**src/rtl/axis_tx_port_arbiter.sv**
```systemverilog
// axis_tx_port_arbiter
// Packet-granular round-robin arbiter that merges N_PORTS AXI-Stream sources
// into the single TX AXI-Stream input of the 10G MAC. A port that wins
// arbitration keeps the grant until its tlast beat, so frames never interleave.
// The output is a single registered slot. The source port number travels with
// every beat on m_axis_tid.
module axis_tx_port_arbiter #(
    parameter int N_PORTS   = 4,
    parameter int N_SYMBOLS = 8,
    parameter int W_SYMBOL  = 8,
    parameter int W_ID      = $clog2(N_PORTS)
) (
    input  logic                                  i_tx_clk,
    input  logic                                  i_tx_reset,
    input  logic [N_PORTS-1:0]                    i_port_en,
    input  logic [N_PORTS-1:0]                    s_axis_tvalid,
    input  logic [N_PORTS*N_SYMBOLS*W_SYMBOL-1:0] s_axis_tdata,
    input  logic [N_PORTS*N_SYMBOLS-1:0]          s_axis_tkeep,
    input  logic [N_PORTS-1:0]                    s_axis_tlast,
    output logic [N_PORTS-1:0]                    s_axis_tready,
    output logic                                  m_axis_tvalid,
    output logic [N_SYMBOLS*W_SYMBOL-1:0]         m_axis_tdata,
    output logic [N_SYMBOLS-1:0]                  m_axis_tkeep,
    output logic                                  m_axis_tlast,
    output logic [W_ID-1:0]                       m_axis_tid,
    input  logic                                  m_axis_tready,
    output logic                                  o_busy,
    output logic [W_ID-1:0]                       o_grant_id
);

    localparam int              W_DATA    = N_SYMBOLS * W_SYMBOL;
    localparam logic [W_ID-1:0] LAST_PORT = W_ID'(N_PORTS - 1);

    typedef enum logic {
        ST_IDLE = 1'b0,
        ST_XFER = 1'b1
    } state_t;

    // ------------------------------------------------------------------
    // State
    // ------------------------------------------------------------------
    state_t              state_reg,      state_next;
    logic [W_ID-1:0]     grant_reg,      grant_next;
    logic [W_ID-1:0]     last_grant_reg, last_grant_next;
    logic                busy_reg,       busy_next;

    logic                out_valid_reg,  out_valid_next;
    logic [W_DATA-1:0]   out_data_reg,   out_data_next;
    logic [N_SYMBOLS-1:0] out_keep_reg,  out_keep_next;
    logic                out_last_reg,   out_last_next;
    logic [W_ID-1:0]     out_id_reg,     out_id_next;

    // ------------------------------------------------------------------
    // Per-port views and arbitration helpers
    // ------------------------------------------------------------------
    logic [W_DATA-1:0]    port_data [N_PORTS];
    logic [N_SYMBOLS-1:0] port_keep [N_PORTS];

    logic [N_PORTS-1:0]   req;
    logic [N_PORTS-1:0]   grant_onehot;
    logic [N_PORTS-1:0]   upper_mask;
    logic [N_PORTS-1:0]   req_upper;
    logic [N_PORTS-1:0]   pick_vec;
    logic [N_PORTS-1:0]   pick_onehot;
    logic [W_ID-1:0]      arb_pick;
    logic [N_PORTS-1:0]   ready_vec;

    logic                 out_free;
    logic                 sel_valid;
    logic                 sel_last;
    logic [W_DATA-1:0]    sel_data;
    logic [N_SYMBOLS-1:0] sel_keep;

    assign req      = s_axis_tvalid & i_port_en;
    assign out_free = !out_valid_reg || m_axis_tready;

    // Unpack the flat input buses and build per-port decode masks.
    // upper_mask marks ports numbered above the last winner; those are
    // searched first so the search starts at last_grant+1 and wraps.
    generate
        for (genvar gi = 0; gi < N_PORTS; gi++) begin : g_port
            assign port_data[gi]    = s_axis_tdata[gi*W_DATA +: W_DATA];
            assign port_keep[gi]    = s_axis_tkeep[gi*N_SYMBOLS +: N_SYMBOLS];
            assign grant_onehot[gi] = (grant_reg == W_ID'(gi));
            assign upper_mask[gi]   = (W_ID'(gi) > last_grant_reg);
        end
    endgenerate

    // Round-robin pick: lowest requester above last_grant, else lowest overall.
    assign req_upper   = req & upper_mask;
    assign pick_vec    = (|req_upper) ? req_upper : req;
    assign pick_onehot = pick_vec & (~pick_vec + N_PORTS'(1));

    // One-hot to binary encoder for the winning port.
    generate
        for (genvar gb = 0; gb < W_ID; gb++) begin : g_enc
            logic [N_PORTS-1:0] bit_mask;
            for (genvar gi = 0; gi < N_PORTS; gi++) begin : g_mask
                assign bit_mask[gi] = (((gi >> gb) & 1) == 1);
            end
            assign arb_pick[gb] = |(pick_onehot & bit_mask);
        end
    endgenerate

    // Beat source for the current grant.
    assign sel_valid = |(s_axis_tvalid & grant_onehot);
    assign sel_last  = |(s_axis_tlast & grant_onehot);
    assign sel_data  = port_data[grant_reg];
    assign sel_keep  = port_keep[grant_reg];

    // Next-state logic: arbitration in IDLE, beat transfer into the output slot in XFER.
    always_comb begin
        state_next      = state_reg;
        grant_next      = grant_reg;
        last_grant_next = last_grant_reg;
        busy_next       = busy_reg;
        out_valid_next  = out_valid_reg;
        out_data_next   = out_data_reg;
        out_keep_next   = out_keep_reg;
        out_last_next   = out_last_reg;
        out_id_next     = out_id_reg;
        ready_vec       = '0;

        // A consumed beat leaves the slot empty unless refilled below.
        if (out_free) begin
            out_valid_next = 1'b0;
        end

        case (state_reg)
            ST_IDLE: begin
                if (|req) begin
                    grant_next = arb_pick;
                    busy_next  = 1'b1;
                    state_next = ST_XFER;
                end
            end
            ST_XFER: begin
                // Only the granted port sees ready, and only when the slot can take a beat.
                ready_vec = grant_onehot & {N_PORTS{out_free}};
                if (sel_valid && out_free) begin
                    out_valid_next = 1'b1;
                    out_data_next  = sel_data;
                    out_keep_next  = sel_keep;
                    out_last_next  = sel_last;
                    out_id_next    = grant_reg;
                    if (sel_last) begin
                        last_grant_next = grant_reg;
                        busy_next       = 1'b0;
                        state_next      = ST_IDLE;
                    end
                end
            end
            default: begin
                state_next = ST_IDLE;
            end
        endcase
    end

    // State and output register updates; reset truncates any frame in flight.
    always_ff @(posedge i_tx_clk) begin
        if (i_tx_reset) begin
            state_reg      <= ST_IDLE;
            grant_reg      <= '0;
            last_grant_reg <= LAST_PORT;
            busy_reg       <= 1'b0;
            out_valid_reg  <= 1'b0;
            out_data_reg   <= '0;
            out_keep_reg   <= '0;
            out_last_reg   <= 1'b0;
            out_id_reg     <= '0;
        end else begin
            state_reg      <= state_next;
            grant_reg      <= grant_next;
            last_grant_reg <= last_grant_next;
            busy_reg       <= busy_next;
            out_valid_reg  <= out_valid_next;
            out_data_reg   <= out_data_next;
            out_keep_reg   <= out_keep_next;
            out_last_reg   <= out_last_next;
            out_id_reg     <= out_id_next;
        end
    end

    assign s_axis_tready = ready_vec;
    assign m_axis_tvalid = out_valid_reg;
    assign m_axis_tdata  = out_data_reg;
    assign m_axis_tkeep  = out_keep_reg;
    assign m_axis_tlast  = out_last_reg;
    assign m_axis_tid    = out_id_reg;
    assign o_busy        = busy_reg;
    assign o_grant_id    = grant_reg;

endmodule

```
**config.mk**
```make
export PLATFORM = sky130hd
export DESIGN_NAME = axis_tx_port_arbiter
export DESIGN_NICKNAME = d
export VERILOG_FILES = /design/src/rtl/axis_tx_port_arbiter.sv
export SDC_FILE = /design/constraint.sdc
export NUM_CORES = 1
export LEC_CHECK = 0
export BUFFER_PORTS_ARGS = -buffer_cell sky130_fd_sc_hd__buf_4
export CORE_AREA = 2 2 151 153
export CTS_BUF_LIST = sky130_fd_sc_hd__clkbuf_4 sky130_fd_sc_hd__clkbuf_8 sky130_fd_sc_hd__clkbuf_16
export CTS_CLUSTER_SIZE = 16
export DETAILED_ROUTE_END_ITERATION = 6
export DIE_AREA = 0 0 153 155
export HOLD_SLACK_MARGIN = 0.15
export PLACE_DENSITY_LB_ADDON = 0.15
export SYNTH_ARGS = -nofsm -noshare
export SYNTH_HDL_FRONTEND = slang
export SYNTH_SLANG_ARGS = --single-unit
```
**constraint.sdc**
```tcl
create_clock -name i_tx_clk -period 2.5 [get_ports i_tx_clk]
set_clock_uncertainty 0.1 [all_clocks]
set_input_delay 0.25 -clock i_tx_clk [delete_from_list [all_inputs] [get_ports i_tx_clk]]
set_output_delay 0.25 -clock i_tx_clk [all_outputs]
set_load 0.01 [all_outputs]
```
==> results of run 1 <==
## kinds of logic after synthesis
family          share of synthesized area
flops                              0.3390
buf+inv                           0.06279
compound gates                     0.1090
simple gates                       0.1403
mux                                0.3488
## where the power goes
part	total, W	switching [W]	leakage [nW]	internal (W)
Clock	0.00140	0.000567	0.152	0.000833
Combinational	0.00139	0.000566	2.67	0.000826
Sequential	0.00149	0.0000708	0.670	0.00142
## worst min-delay path: cells and delay by family
kind	cells	cell delay (ns)
AND/OR/NAND/NOR	1	0.05
buffers and inverters	1	0.07
multiplexers	1	0.21
AO/OA/AOI/OAI	1	0.10
## worst max-delay path by stage
stage                     slack (ns)                to          start
final                           0.50  s_axis_tready[2]  o_grant_id[1]
after global routing            0.36  s_axis_tready[2]  o_grant_id[1]
after CTS                       0.44  s_axis_tready[3]  o_grant_id[1]
after detailed placement        0.57  m_axis_tdata[23]  o_grant_id[0]
after global placement          0.60  m_axis_tdata[22]  o_grant_id[0]
after floorplan                 0.63  m_axis_tdata[17]  o_grant_id[0]
## metrics by stage
stage / utilization / setup slack, ns / total power [W] / instance area, sq um
detailed placement: 0.3564 / 0.5693 / 0.002941 / 7923
global route: 0.3706 / 0.3561 / 0.004543 / 8237
finish: 0.3706 / 0.4970 / 0.004280 / 8237
CTS: 0.3706 / 0.4447 / 0.004383 / 8237
global placement: 0.3564 / 0.5954 / 0.002939 / 7923
floorplan: - / 0.6334 / 0.002272 / 4842
## layout make-up
type	instances	area (sq um)	area share
clock buffers	11	252.7	0.03069
clock inverters	5	61.31	0.007443
inverters	1	3.754	0.0004557
multi-input cells	339	2905	0.3527
flip-flops and latches	82	1649	0.2002
well taps	285	356.6	0.04329
repair buffers	394	3008	0.3652
## metal layers
layer | global-route usage | up-vias
li1 | - | 2425
met1 | 0.1836 | 2421
met2 | 0.2748 | 208
met3 | 0.04095 | 14
met4 | 0.04145 | 0
met5 | 0 | -
## cell usage in the layout, fill, tap and decap left out
master	count
a211o_1	2
a21oi_1	69
a21oi_2	10
a221oi_1	2
a22oi_1	1
a2bb2oi_1	2
a31o_2	1
a31oi_1	1
and3_2	1
and3b_1	1
buf_12	4
buf_4	390
bufinv_16	1
clkbuf_16	9
clkbuf_8	2
clkinv_4	2
clkinvlp_4	1
dfxtp_1	80
dfxtp_4	2
inv_1	1
inv_4	1
mux2_2	2
mux4_2	74
nand2_1	154
nand2b_1	2
nand3_1	3
nand3_4	1
nand4_1	1
nand4b_1	1
nor2_1	5
nor3_1	3
o21ai_0	1
o21bai_1	2
==> flow_summary.toml, run 1 <==
[status]
status = "completed"

[floorplanning]
rows = 55
die_x_microns = 153
start_util = 0.2178
ios = 386
dieArea_sq_um = 23720
coreArea_sq_um = 22230
die-height_microns = 155

[global_routing]
grt_pass1_vias = 5234
grt_pass1_wl_mm = 28.90
antenna_found_initial = 0
grt_max_degree = 74
grt_usage = 0.1540
overflow = 0

[synth]
yosysWarnings = 0
synth_top_area_frac = 0.3442
synth-edff-count = 0
ys_top_cells_by_area = "mux4_2 (34%), dfxtp_1 (34%), nand2_1 (12%)"
async_flop_share = 0
synth_area_sq_um = 4842
synth_fp_nets = 770
ys_ff_latch = 82
postSynthCellCount = 467
synth.avg_cell_area_sq_um = 10.37
yosysMostFrequentCell = "nand2_1"
synth_top_cell_by_area = "mux4_2"
synth_common_cells = "nand2_1 (154), dfxtp_1 (82), mux4_2 (74)"
synth_flop_cell = "dfxtp_1"
synth_cell_types = 28
yosysSeqAreaShare = 0.3390

[route]
firstDrtPassIters = 4
vias = 5068
drt-wirelength-per-cell_microns = 16.78
final_antenna_net_count = 0
post_drt_via_cell_ratio = 4.537
wirelength_mm = 18.75
wl_met3_mm = 1.315
drcViolationCount = 0
wl_met1_mm = 7.436
top_layer_used = "met4"
route.met2.wl_mm = 9.782
drt_iter0_drc = 172

[worst_setup_path]
crit_path_cell_trace = "buf_4 > nand3_1 > nor2_1 > buf_4"
path_depth = 4
slowest_delay_ns = 0.49
critPathMaxFanout = 42
cp-end-kind = "output port"
critPathBufInv = 2
crit_slowest_cell = "buf_4"
cpMostUsedCell = "buf_4"
worstReg2RegEnd = "m_axis_tdata[27]"
path_class = "flop to output port"
critical_path_arrival_ns = 1.65
r2r_start = "o_grant_id[0]"
crit_family = "buffers and inverters"
r2r_cells = 5
cp-start-kind = "flop"
critPathRequiredTime_ns = 2.15
r2r_slack_ns = 0.54

[place]
hpwl_mm = 14.75
portBuffers = 385
place.gp.congestion = 0.7408
place_inst = 1101

[sta]
grt_setup_unrepaired = "false"
setup_viol = 0
fin_crit_sh = 0.8012
fmax_mhz = 499.3
layout_min_cycle_time_ns = 2.003
setup-tns-final_ns = 0
holdWs_ns = 0.2791
relSlewSlack = 0.5595
drv_slew = 0
tightest_slew_ns = 0.6607
timing.final.hold_violations = 0

[cts]
cts_made_buffers = 9
cts.hold.buffers_added = 0
htreeDepth = 3
clockRootBuffer = "clkbuf_16"
cts_tree = "done"
ctsResizeCount = 0
cts_setup_buffers = 0
insertion_delay_ns = 0.34
clk_pin_slew_ns = 0.07
cts_buffer_depth = 2
cts.sinks = 82

[finish]
layout-drive-gt1-share = 0.6022
largest_register_ffs = 64
fillers = 2319
final_cells = 1117
syn_to_final_growth_pct = 70.10
n_antenna_cell = 0
fin_nets = 1130

[min_path]
min_path_type = "input port to flop"
hold_depth = 4
hold_end = "m_axis_tdata[15]"
min_from = "s_axis_tdata[15]"

[power]
power.leakage_nw = 3.497
ir_drop_mv = 0.2846
power_density_nw_per_um2 = 519.6

[flow_run]
cap_viol_max_count = 0
(Power assumes the default switching activity.)
==> run 2, diff against run 1 <==
Settings changed: ABC_AREA from default to 1.
Clock period 2.5 ns to 2 ns, I/O delays scaled along.
==> run 2 against run 1 <==
Against the previous run: critical path depth up 3; clock power up 21%; routed wire length up 19%; combinational power up 75%; total power up 43%; first-iteration DRC count up 130%; critical endpoint is now s_axis_tready[1].
==> flow_summary.toml, run 2 <==
[status]
status = "completed"

[synth]
yosysWarnings = 0
postSynthCellCount = 1018
synth_top_area_frac = 0.4259
yosysSeqAreaShare = 0.3063
synth-edff-count = 0
yosysMostFrequentCell = "nand2_1"
synth_cell_types = 17
synth_top_cell_by_area = "nand2_1"
synth_flop_cell = "dfxtp_1"
ys_top_cells_by_area = "nand2_1 (43%), dfxtp_1 (31%), nor2_1 (16%)"
ys_ff_latch = 82
synth_area_sq_um = 5359
synth_common_cells = "nand2_1 (608), nor2_1 (228), dfxtp_1 (82)"
synth_fp_nets = 1321
synth.avg_cell_area_sq_um = 5.264
async_flop_share = 0

[finish]
final_cells = 1710
syn_to_final_growth_pct = 73.78
layout_common_cells = "nand2_1 (608), buf_4 (388), nor2_1 (227)"
fillers = 2487
layout-drive-gt1-share = 0.3018
mostFrequentLayoutCell = "nand2_1"
largest_register_ffs = 64
n_antenna_cell = 0
fin_nets = 1723

[cts]
cts_buffer_depth = 2
cts_made_buffers = 9
cts.sinks = 82
clockRootBuffer = "clkbuf_16"
clk_pin_slew_ns = 0.06
insertion_delay_ns = 0.34
htreeDepth = 3
cts_setup_buffers = 0
cts_tree = "done"

[worst_setup_path]
cp-start-kind = "input port"
slowest_delay_ns = 0.53
path_depth = 7
crit_slowest_cell = "dlygate4sd3_1"
critPathBufInv = 4
critical_path_arrival_ns = 1.51
crit_family = "buffers and inverters"
path_class = "input port to output port"
cp-end-kind = "output port"
crit_path_cell_trace = "dlygate4sd3_1 > buf_4 > nor2_1 > nor2_1 > inv_2 > nor3_1 > buf_4"
r2r_cells = 8
critPathMaxFanout = 5
critPathRequiredTime_ns = 1.70

[sta]
drv_slew = 0
relSlewSlack = 0.6914
layout_min_cycle_time_ns = 1.812
tightest_slew_ns = 0.4581
timing.final.hold_violations = 0
setup-tns-final_ns = 0
fmax_mhz = 551.9
grt_setup_unrepaired = "false"
fin_ws_ns = 0.1881
setup_viol = 0
fin_crit_sh = 0.9059

[floorplanning]
rows = 55
start_util = 0.2411
dieArea_sq_um = 23720
coreArea_sq_um = 22230
die_x_microns = 153
ios = 386
die-height_microns = 155

[power]
power.leakage_nw = 5.152
ir_drop_mv = 0.3131
power_density_nw_per_um2 = 655.2

[route]
post_drt_via_cell_ratio = 4.186
firstDrtPassIters = 6
drcViolationCount = 0
wirelength_mm = 22.23
vias = 7158
final_antenna_net_count = 0
drt-wirelength-per-cell_microns = 13.00
drt_iter0_drc = 400

[place]
pre_cts_ws_ns = 0.1632
hpwl_mm = 16.72
place_inst = 1648
place.gp.congestion = 0.7566
portBuffers = 385

[min_path]
min_path_type = "input port to flop"
hold_depth = 7

[global_routing]
grt_pass1_wl_mm = 34.55
antenna_found_initial = 0
grt_max_degree = 89
overflow = 0
grt_pass1_vias = 6829
grt_usage = 0.1810

[flow_run]
cap_viol_max_count = 0
## run 2: cell families after synthesis
group | count (synthesis) | share of synthesized area
AOI/OAI and AO/OA | 8 | 0.007470
buffers and inverters | 68 | 0.07075
DFF | 82 | 0.3063
and+or+nand+nor | 860 | 0.6155
## run 2: worst min-delay path, stage by stage
cell and delay, ns:
buf_4 0.07, nand2_1 0.04, nand2_1 0.05, nor2_1 0.04, nand2_1 0.05, nand2_1 0.04
nor2_1 0.06
## run 2: layout make-up
| class | count | area [sq um] | share of cell area |
|---|---|---|---|
| Multi-Input combinational cell | 868 | 3346 | 0.3593 |
| Clock inverter | 4 | 51.30 | 0.005509 |
| Clock buffer | 12 | 254.0 | 0.02727 |
| Inverter | 13 | 48.80 | 0.005240 |
| Timing Repair Buffer | 446 | 3613 | 0.3880 |
| Sequential cell | 82 | 1643 | 0.1764 |
| Tap cell | 285 | 356.6 | 0.03829 |
## run 2: worst paths after layout
| kind | from | end | slack [ns] |
|---|---|---|---|
| max reg2reg | o_grant_id[1] | last_grant_reg[0] | 0.22 |
| min | s_axis_tdata[134] | m_axis_tdata[6] | 0.16 |
| min reg2reg | m_axis_tid[1] | m_axis_tid[1] | 0.37 |
| max | m_axis_tready | s_axis_tready[1] | 0.19 |
## run 2: timing repair
item,4_1_cts,5_1_grt
hold endpoints to repair,30,0
endpoints found under the setup margin,0,2
gates resized for setup,0,1
hold buffers,46,0
## run 2: routing by layer
metal / up-vias / track usage / routed length [microns]
met3: 38 / 0.04429 / 1516
met4: 0 / 0.06790 / 614
met5: - / 0 / 0
met2: 254 / 0.3252 / 10980
met1: 3032 / 0.2083 / 9119
li1: 3834 / - / -
## run 2: report_power, final
part | leakage, nW | internal, W | total (W) | switching [W]
combinational | 4.33 | 0.00118 | 0.00243 | 0.00125
sequential | 0.673 | 0.00184 | 0.00197 | 0.000124
clock | 0.150 | 0.00103 | 0.00170 | 0.000673
## run 2: stage by stage
step	hold WS, ns	cell area, sq um	utilization	total power (W)
3_3_place_gp	0.3069	8546	0.3845	0.004396
5_1_grt	0.1752	9313	0.4190	0.006602
3_5_place_dp	0.3158	8546	0.3845	0.004410
6_report	0.1605	9313	0.4190	0.006102
2_1_floorplan	0.1691	5359	-	0.003239
4_1_cts	0.1501	9311	0.4189	0.006235
